## config.mk

```make
export PLATFORM = sky130hd
export DESIGN_NAME = prom_sync
export DESIGN_NICKNAME = d
export VERILOG_FILES = /design/src/rtl/prom_sync.sv
export SDC_FILE = /design/constraint.sdc
export NUM_CORES = 1
export LEC_CHECK = 0
export CORE_MARGIN = 3
export CORE_UTILIZATION = 55
export DETAILED_ROUTE_END_ITERATION = 7
export PLACE_DENSITY_LB_ADDON = 0.3
export RECOVER_POWER = 100
export SKIP_CTS_REPAIR_TIMING = 1
export SLEW_MARGIN = 20
export SYNTH_ARGS = -nofsm -noshare
export SYNTH_HDL_FRONTEND = slang
export SYNTH_SLANG_ARGS = --single-unit
```

## constraint.sdc

```tcl
create_clock -name clk -period 2.13 [get_ports clk]
set_input_delay 0.426 -clock clk [delete_from_list [all_inputs] [get_ports clk]]
set_output_delay 0.426 -clock clk [all_outputs]
set_load 0.02 [all_outputs]
```

## src/rtl/prom_sync.sv

```systemverilog
// prom_sync: loadable synchronous PROM.
// After reset the block sits in LOAD and accepts DEPTH words over a valid/ready
// stream, written to consecutive addresses from 0 while a running checksum is
// kept. After the last word it enters RUN, where reads are accepted once per
// cycle and returned RD_LAT cycles later. prog_en in RUN re-enters LOAD.
//
// Ports:
//   clk        - clock, all state changes on the rising edge
//   reset      - synchronous active-high reset
//   addr       - read address, sampled with ce_n
//   ce_n       - active-low read enable
//   dout       - registered read data (0 when no read completes)
//   rd_valid   - dout holds data for a read issued RD_LAT cycles earlier
//   prog_en    - request to (re)enter program mode (only acted on in RUN)
//   prog_data  - program word
//   prog_valid - prog_data valid
//   prog_ready - block accepts a program word this cycle (LOAD)
//   prog_done  - all words loaded, block in RUN
//   checksum   - modulo 2**DATA_W sum of words loaded since last LOAD entry
module prom_sync #(
  parameter int unsigned DATA_W = 8,
  parameter int unsigned ADDR_W = 5,
  parameter int unsigned RD_LAT = 1
) (
  input  logic              clk,
  input  logic              reset,
  input  logic [ADDR_W-1:0] addr,
  input  logic              ce_n,
  output logic [DATA_W-1:0] dout,
  output logic              rd_valid,
  input  logic              prog_en,
  input  logic [DATA_W-1:0] prog_data,
  input  logic              prog_valid,
  output logic              prog_ready,
  output logic              prog_done,
  output logic [DATA_W-1:0] checksum
);

  localparam int unsigned Depth = 2 ** ADDR_W;

  typedef enum logic {StLoad, StRun} state_e;

  state_e            state_q, state_d;
  logic [ADDR_W-1:0] lptr_q, lptr_d;
  logic [DATA_W-1:0] csum_q, csum_d;
  logic              xfer;
  logic              rd_issue;

  logic [DATA_W-1:0] mem [Depth];

  // Read pipeline, stage RD_LAT-1 drives the outputs.
  logic [RD_LAT-1:0] vld_q;
  logic [DATA_W-1:0] dat_q [RD_LAT];

  always_comb begin
    state_d    = state_q;
    lptr_d     = lptr_q;
    csum_d     = csum_q;
    prog_ready = (state_q == StLoad);
    prog_done  = (state_q == StRun);
    // Reset blocks the memory write too, so a word on the reset cycle is dropped.
    xfer       = prog_ready & prog_valid & ~reset;
    rd_issue   = prog_done & ~ce_n;
    unique case (state_q)
      StLoad: begin
        if (prog_valid) begin
          lptr_d = lptr_q + 1'b1;
          csum_d = csum_q + prog_data;
          if (&lptr_q) begin
            state_d = StRun;
          end
        end
      end
      StRun: begin
        if (prog_en) begin
          state_d = StLoad;
          lptr_d  = '0;
          csum_d  = '0;
        end
      end
    endcase
  end

  always_ff @(posedge clk) begin
    if (reset) begin
      state_q <= StLoad;
      lptr_q  <= '0;
      csum_q  <= '0;
    end else begin
      state_q <= state_d;
      lptr_q  <= lptr_d;
      csum_q  <= csum_d;
    end
  end

  // Memory is not reset; contents survive reset and RUN->LOAD until rewritten.
  always_ff @(posedge clk) begin
    if (xfer) begin
      mem[lptr_q] <= prog_data;
    end
  end

  always_ff @(posedge clk) begin
    if (reset) begin
      for (int i = 0; i < RD_LAT; i++) begin
        vld_q[i] <= 1'b0;
        dat_q[i] <= '0;
      end
    end else begin
      vld_q[0] <= rd_issue;
      dat_q[0] <= rd_issue ? mem[addr] : '0;
      for (int i = 1; i < RD_LAT; i++) begin
        vld_q[i] <= vld_q[i-1];
        dat_q[i] <= dat_q[i-1];
      end
    end
  end

  assign dout     = dat_q[RD_LAT-1];
  assign rd_valid = vld_q[RD_LAT-1];
  assign checksum = csum_q;

endmodule
```

Word-level counts from Yosys, hierarchy flattened
Memory sizes are Yosys's and may differ from the RTL's.
Cells that the tools add are included.
{"block": "word_totals", "regBits": 15, "ram_bits": 264, "input_bits": 18, "out_inout_bits": 19, "memories": 2}
{"block": "classes", "add_sub_neg": 2, "eq_ne": 2, "n_mux": 18, "n_bitwise": 6, "n_reduce_logical": 3}
{"name": "mem", "depth": 32, "width": 8, "read_ports": 1, "rd_clocked_by_memory_dff": 0, "wr": 1, "line_no": "49", "source": "logic [DATA_W-1:0] mem [Depth];"}
{"name": "dat_q", "depth": 1, "width": 8, "read_ports": 1, "rd_clocked_by_memory_dff": 0, "wr": 1, "line_no": "53", "source": "logic [DATA_W-1:0] dat_q [RD_LAT];"}
{"cell": "$mux 8", "n": 4}
{"cell": "$pmux 8 s2", "n": 1}
{"cell": "$mux 5", "n": 2}
{"cell": "$pmux 5 s2", "n": 1}
{"cell": "$mux 1", "n": 9}
{"cell": "$add 8x8->8", "n": 1}
{"cell": "$reduce_or 8->1", "n": 1}
{"cell": "$add 5x1->5 const B", "n": 1}
{"cell": "$reduce_and 5->1", "n": 1}
{"cell": "$ne 2x2->1 const B", "n": 2}
{"cell": "$and 1x1->1", "n": 3}
{"cell": "$not 1->1", "n": 3}
{"cell": "$pmux 1 s2", "n": 1}
{"cell": "$reduce_and 2->1", "n": 1}

Depth between registers and ports, before layout
{"block": "depth", "depth_word": 5, "ltp_mapped": 8}

Least setup slack after synthesis
OpenSTA, ideal clock, no wires.
{"block": "synth_path", "kind": "input to register", "start": "input prog_valid", "end": "memory mem[10][0], enable pin", "arrival_time_ns": 1.733, "slack_ns": 0.027, "cell_stages": 6, "path_buffers": 2, "path_cell_list": "nor2b_1 > clkbuf_1 > nor2b_1 > buf_2 > nand2_1 > nor2_1"}
{"block": "synth_via", "elab_chain_len": 4}
{"item": "from (decl)", "line_no": "33", "source": "input logic prog_valid,"}
{"item": "$and 1x1->1 (2 in series)", "line_no": "62", "source": "xfer = prog_ready & prog_valid & ~reset;"}
{"item": "$mux 1", "line_no": "98", "source": "if (xfer) begin"}
{"item": "$mux 1 (implied by the code)", "line_no": "99", "source": "mem[lptr_q] <= prog_data;"}
{"item": "to (decl)", "line_no": "49"}
No other way between the ends.

Worst setup path after layout
{"block": "layout_path", "start": "register csum_q[2] (netlist: checksum[2])", "end": "output checksum[2]"}
{"item": "from (decl)", "line_no": "45", "source": "logic [DATA_W-1:0] csum_q, csum_d;"}
{"item": "from (signal assigned)", "line_no": "92", "source": "csum_q <= csum_d;"}
{"item": "to (decl)", "line_no": "36", "source": "output logic [DATA_W-1:0] checksum"}
No word-level cell between the ends.

==> results by group <==
Detailed routing
  • Final wirelength: roughly 23 mm
  • Remaining antenna violation count: 0
  • Vias: 5769
  • Drt initial violations: 560
  • DR WL/cell: approximately 24 um
  • Vias per cell: between 6 and 7
  • DRT Pass-1 Iters: 5
  • Drt drc: 0

Clock tree
  • Clock sinks: roughly 280
  • Clock Tree Root: clkbuf_16
  • Max clock buf depth: 3
  • CTS tree: yes
  • Inserted Clock Buffers: 28
  • Clock latency on the worst-skew pair: 530 ps
  • Clock transition at the registers of the reported paths: around 60 ps
  • H-tree Lvls: 1

Power
  • Power density cells: about 900 nW/um2
  • Maximum vdd drop: 0.641 mV
  • Lkg Pwr: 4.32 nW

GRT
  • Grt total ovfl: 0
  • Vias in the first global route: around 6000
  • Largest net degree at the start of global routing: 33
  • All-Layer GR Usage: 0.221
  • First-pass GRT wire length: 36.0 mm
  • Initial antenna violation count: 2

Flow run
  • Max cap viols: 0

Die
  • Rows: 50
  • Die Y: roughly 150 um
  • Starting Density: 0.572
  • IO Pins: 37
  • Core box area: roughly 19000 um2
  • Die X: approximately 150 um
  • Die area: 21600 um2

Critical path
  • Critical path arrival: ~1600 ps
  • Delay-heaviest family, CP: buffers and inverters
  • CP Capture Type: output port
  • Max incr delay on CP: approximately 700 ps
  • CP Max Fanout: 3
  • Critical path cell sequence: dlygate4sd3_1
  • CP max stage cell: dlygate4sd3_1
  • Crit path launch type: flip-flop
  • CP Data Required Time: between 1500 and 2000 ps
  • Worst Reg2Reg Path Length in Cells: 8
  • CP Buf/Inv Count: 1
  • Crit Path Category: flip-flop to output port
  • CP Depth: 1

STA
  • Final min period: approximately 2000 ps
  • F_max: approximately 0.5 GHz
  • RSZ-0062 raised after global routing: no
  • Setup Skew: 13.2 ps
  • Period utilisation layout: 0.949
  • Endpoints failing setup: 0
  • Slew headroom: 0.0790
  • Final hold violations: 0
  • Final Max Slew Viols: 0
  • Hold WS: around 480 ps
  • Fin Setup TNS: 0 ps
  • Worst Setup Slack, final: between 100 and 150 ps
  • Measured slew at the worst slew-check pin: around 1400 ps

Finish
  • Commonest non-fill, non-tap cell in the layout: edfxtp_1
  • Share of layout cells above drive strength 1: 0.256
  • Area grow syn2layout: 17.8%
  • Layout Nets: about 700
  • FILL cells: 1283
  • Layout Utilization: 0.674
  • Most frequent cells in the layout: edfxtp_1, mux4_2, nor2_1

Synth
  • #FFs+latches synth: approximately 280
  • Mapped Area: 11000 um2
  • Mux contribution to synthesized area: 0.156
  • Main combinational cell family by area after synthesis: multiplexers
  • Sequential share of the synthesized area: 0.744
  • Synth cell types: 39
  • Adder-Cell Fraction of Synth Area: 0.0155
  • Synth Area in Compound Gates: 0.0303
  • Synth Net Count: between 500 and 600
  • Mapped Cells: ~540
  • Simple-gate area share of the yosys netlist: 0.0322
  • Synth Area in XOR/XNOR: 0.00400
  • Primary FF master, synth: edfxtp_1
  • Syn_area_per_cell: approximately 20 um2
  • Warnings from Yosys: 0
  • EDFF count, synth: 256
  • Synth async-reset ratio: 0

Place
  • Post-detail-place hpwl: between 10 and 15 mm
  • Gpl congestion: around 0.86
  • Pre-CTS setup slack: -462 ps
  • PortBufs: 36

Worst hold path
  • Worst Hold Class: flip-flop to flip-flop
  • Worst hold path cell count: 2

Outcome
  • Outcome: completed
==> power by group <==
part	leakage [nW]	total, W	internal [W]	switching [W]
Sequential	2.49	0.00603	0.00601	0.0000232
Combinational	1.41	0.000715	0.000326	0.000388
Clock	0.419	0.00465	0.00275	0.00189
==> cells in the mapped netlist, drive strengths merged, types with 2 or more instances <==
cell type / number / share of area
edfxtp: 256 / 0.70
mux4: 72 / 0.15
nor2: 45 / 0.015
dfxtp: 23 / 0.042
buf: 16 / 0.010
nand2: 14 / 0.0048
ha: 12 / 0.014
inv: 12 / 0.0041
clkbuf: 10 / 0.0034
mux2i: 9 / 0.0082
a221oi: 8 / 0.0064
a21oi: 7 / 0.0032
a22o: 6 / 0.0048
o221ai: 6 / 0.0048
nor2b: 4 / 0.0023
a211oi: 3 / 0.0021
a22oi: 3 / 0.0021
nand3b: 3 / 0.0021
o21ai: 3 / 0.0014
xnor2: 3 / 0.0024
a21o: 2 / 0.0014
a311oi: 2 / 0.0016
nand2b: 2 / 0.0011
nor3: 2 / 0.0014
o211ai: 2 / 0.0014
or3b: 2 / 0.0016
or4: 2 / 0.0014
xor2: 2 / 0.0016
==> metrics by stage <==
step | instances | instance area [um2] | power [W]
floorplan | 538 | 11000 | 0.00654
global placement | 896 | 12200 | 0.00686
detailed placement | 896 | 12200 | 0.00688
CTS | 948 | 13100 | 0.0115
global route | 948 | 12900 | 0.0118
finish | 949 | 12900 | 0.0114
==> worst min-delay path, stage by stage, from the launching register on <==
cell     delay (ps)
dfxtp_1         310
inv_1            70
o22ai_1          60
==> final timing paths <==
| path | endpoint | slack (ps) | from |
|---|---|---|---|
| hold / removal | checksum[7] | 480 | checksum[7] |
| setup reg to reg | checksum[6] | 150 | checksum[0] |
| hold reg to reg | checksum[7] | 480 | checksum[7] |
| setup / recovery | checksum[2] | 110 | checksum[2] |
==> flip-flops by register name, summed over array words and instances (netlist names) <==
| name | cells |
|---|---|
| checksum | 8 |
| dat_q | 8 |
| lptr_q | 5 |
| mem | 256 |
| prog_done | 1 |
| rd_valid | 1 |
==> routing by layer <==
metal | track usage | part of all wire | vias up
met1 | 0.315 | 0.41 | 2984
li1 | - | - | 2469
met3 | 0.0315 | 0.068 | 46
met2 | 0.366 | 0.50 | 268
met4 | 0.0601 | 0.028 | 2
met5 | 0 | 0.00056 | -
==> logic make-up after synthesis <==
group                    after synthesis
AO/OA/AOI/OAI                         44
XOR/XNOR                               5
adder cells (fa/ha/maj)               13
buffers and inverters                 38
flip-flops                           279
multiplexers                          81
AND/OR/NAND/NOR                       78
==> final cells by class <==
type                       instances  area [um2]  share of cell area
inverter                          12        45.0             0.00349
clock buffer                      45         786              0.0609
multi-input combinational        221        2620               0.203
tap                              260         325              0.0252
timing repair buffer             124         903              0.0700
clock inverter                     7        82.6             0.00640
sequential                       279        8150               0.631
antenna                            1        2.50            0.000194
Note: power is estimated with default switching activity, not from simulation.
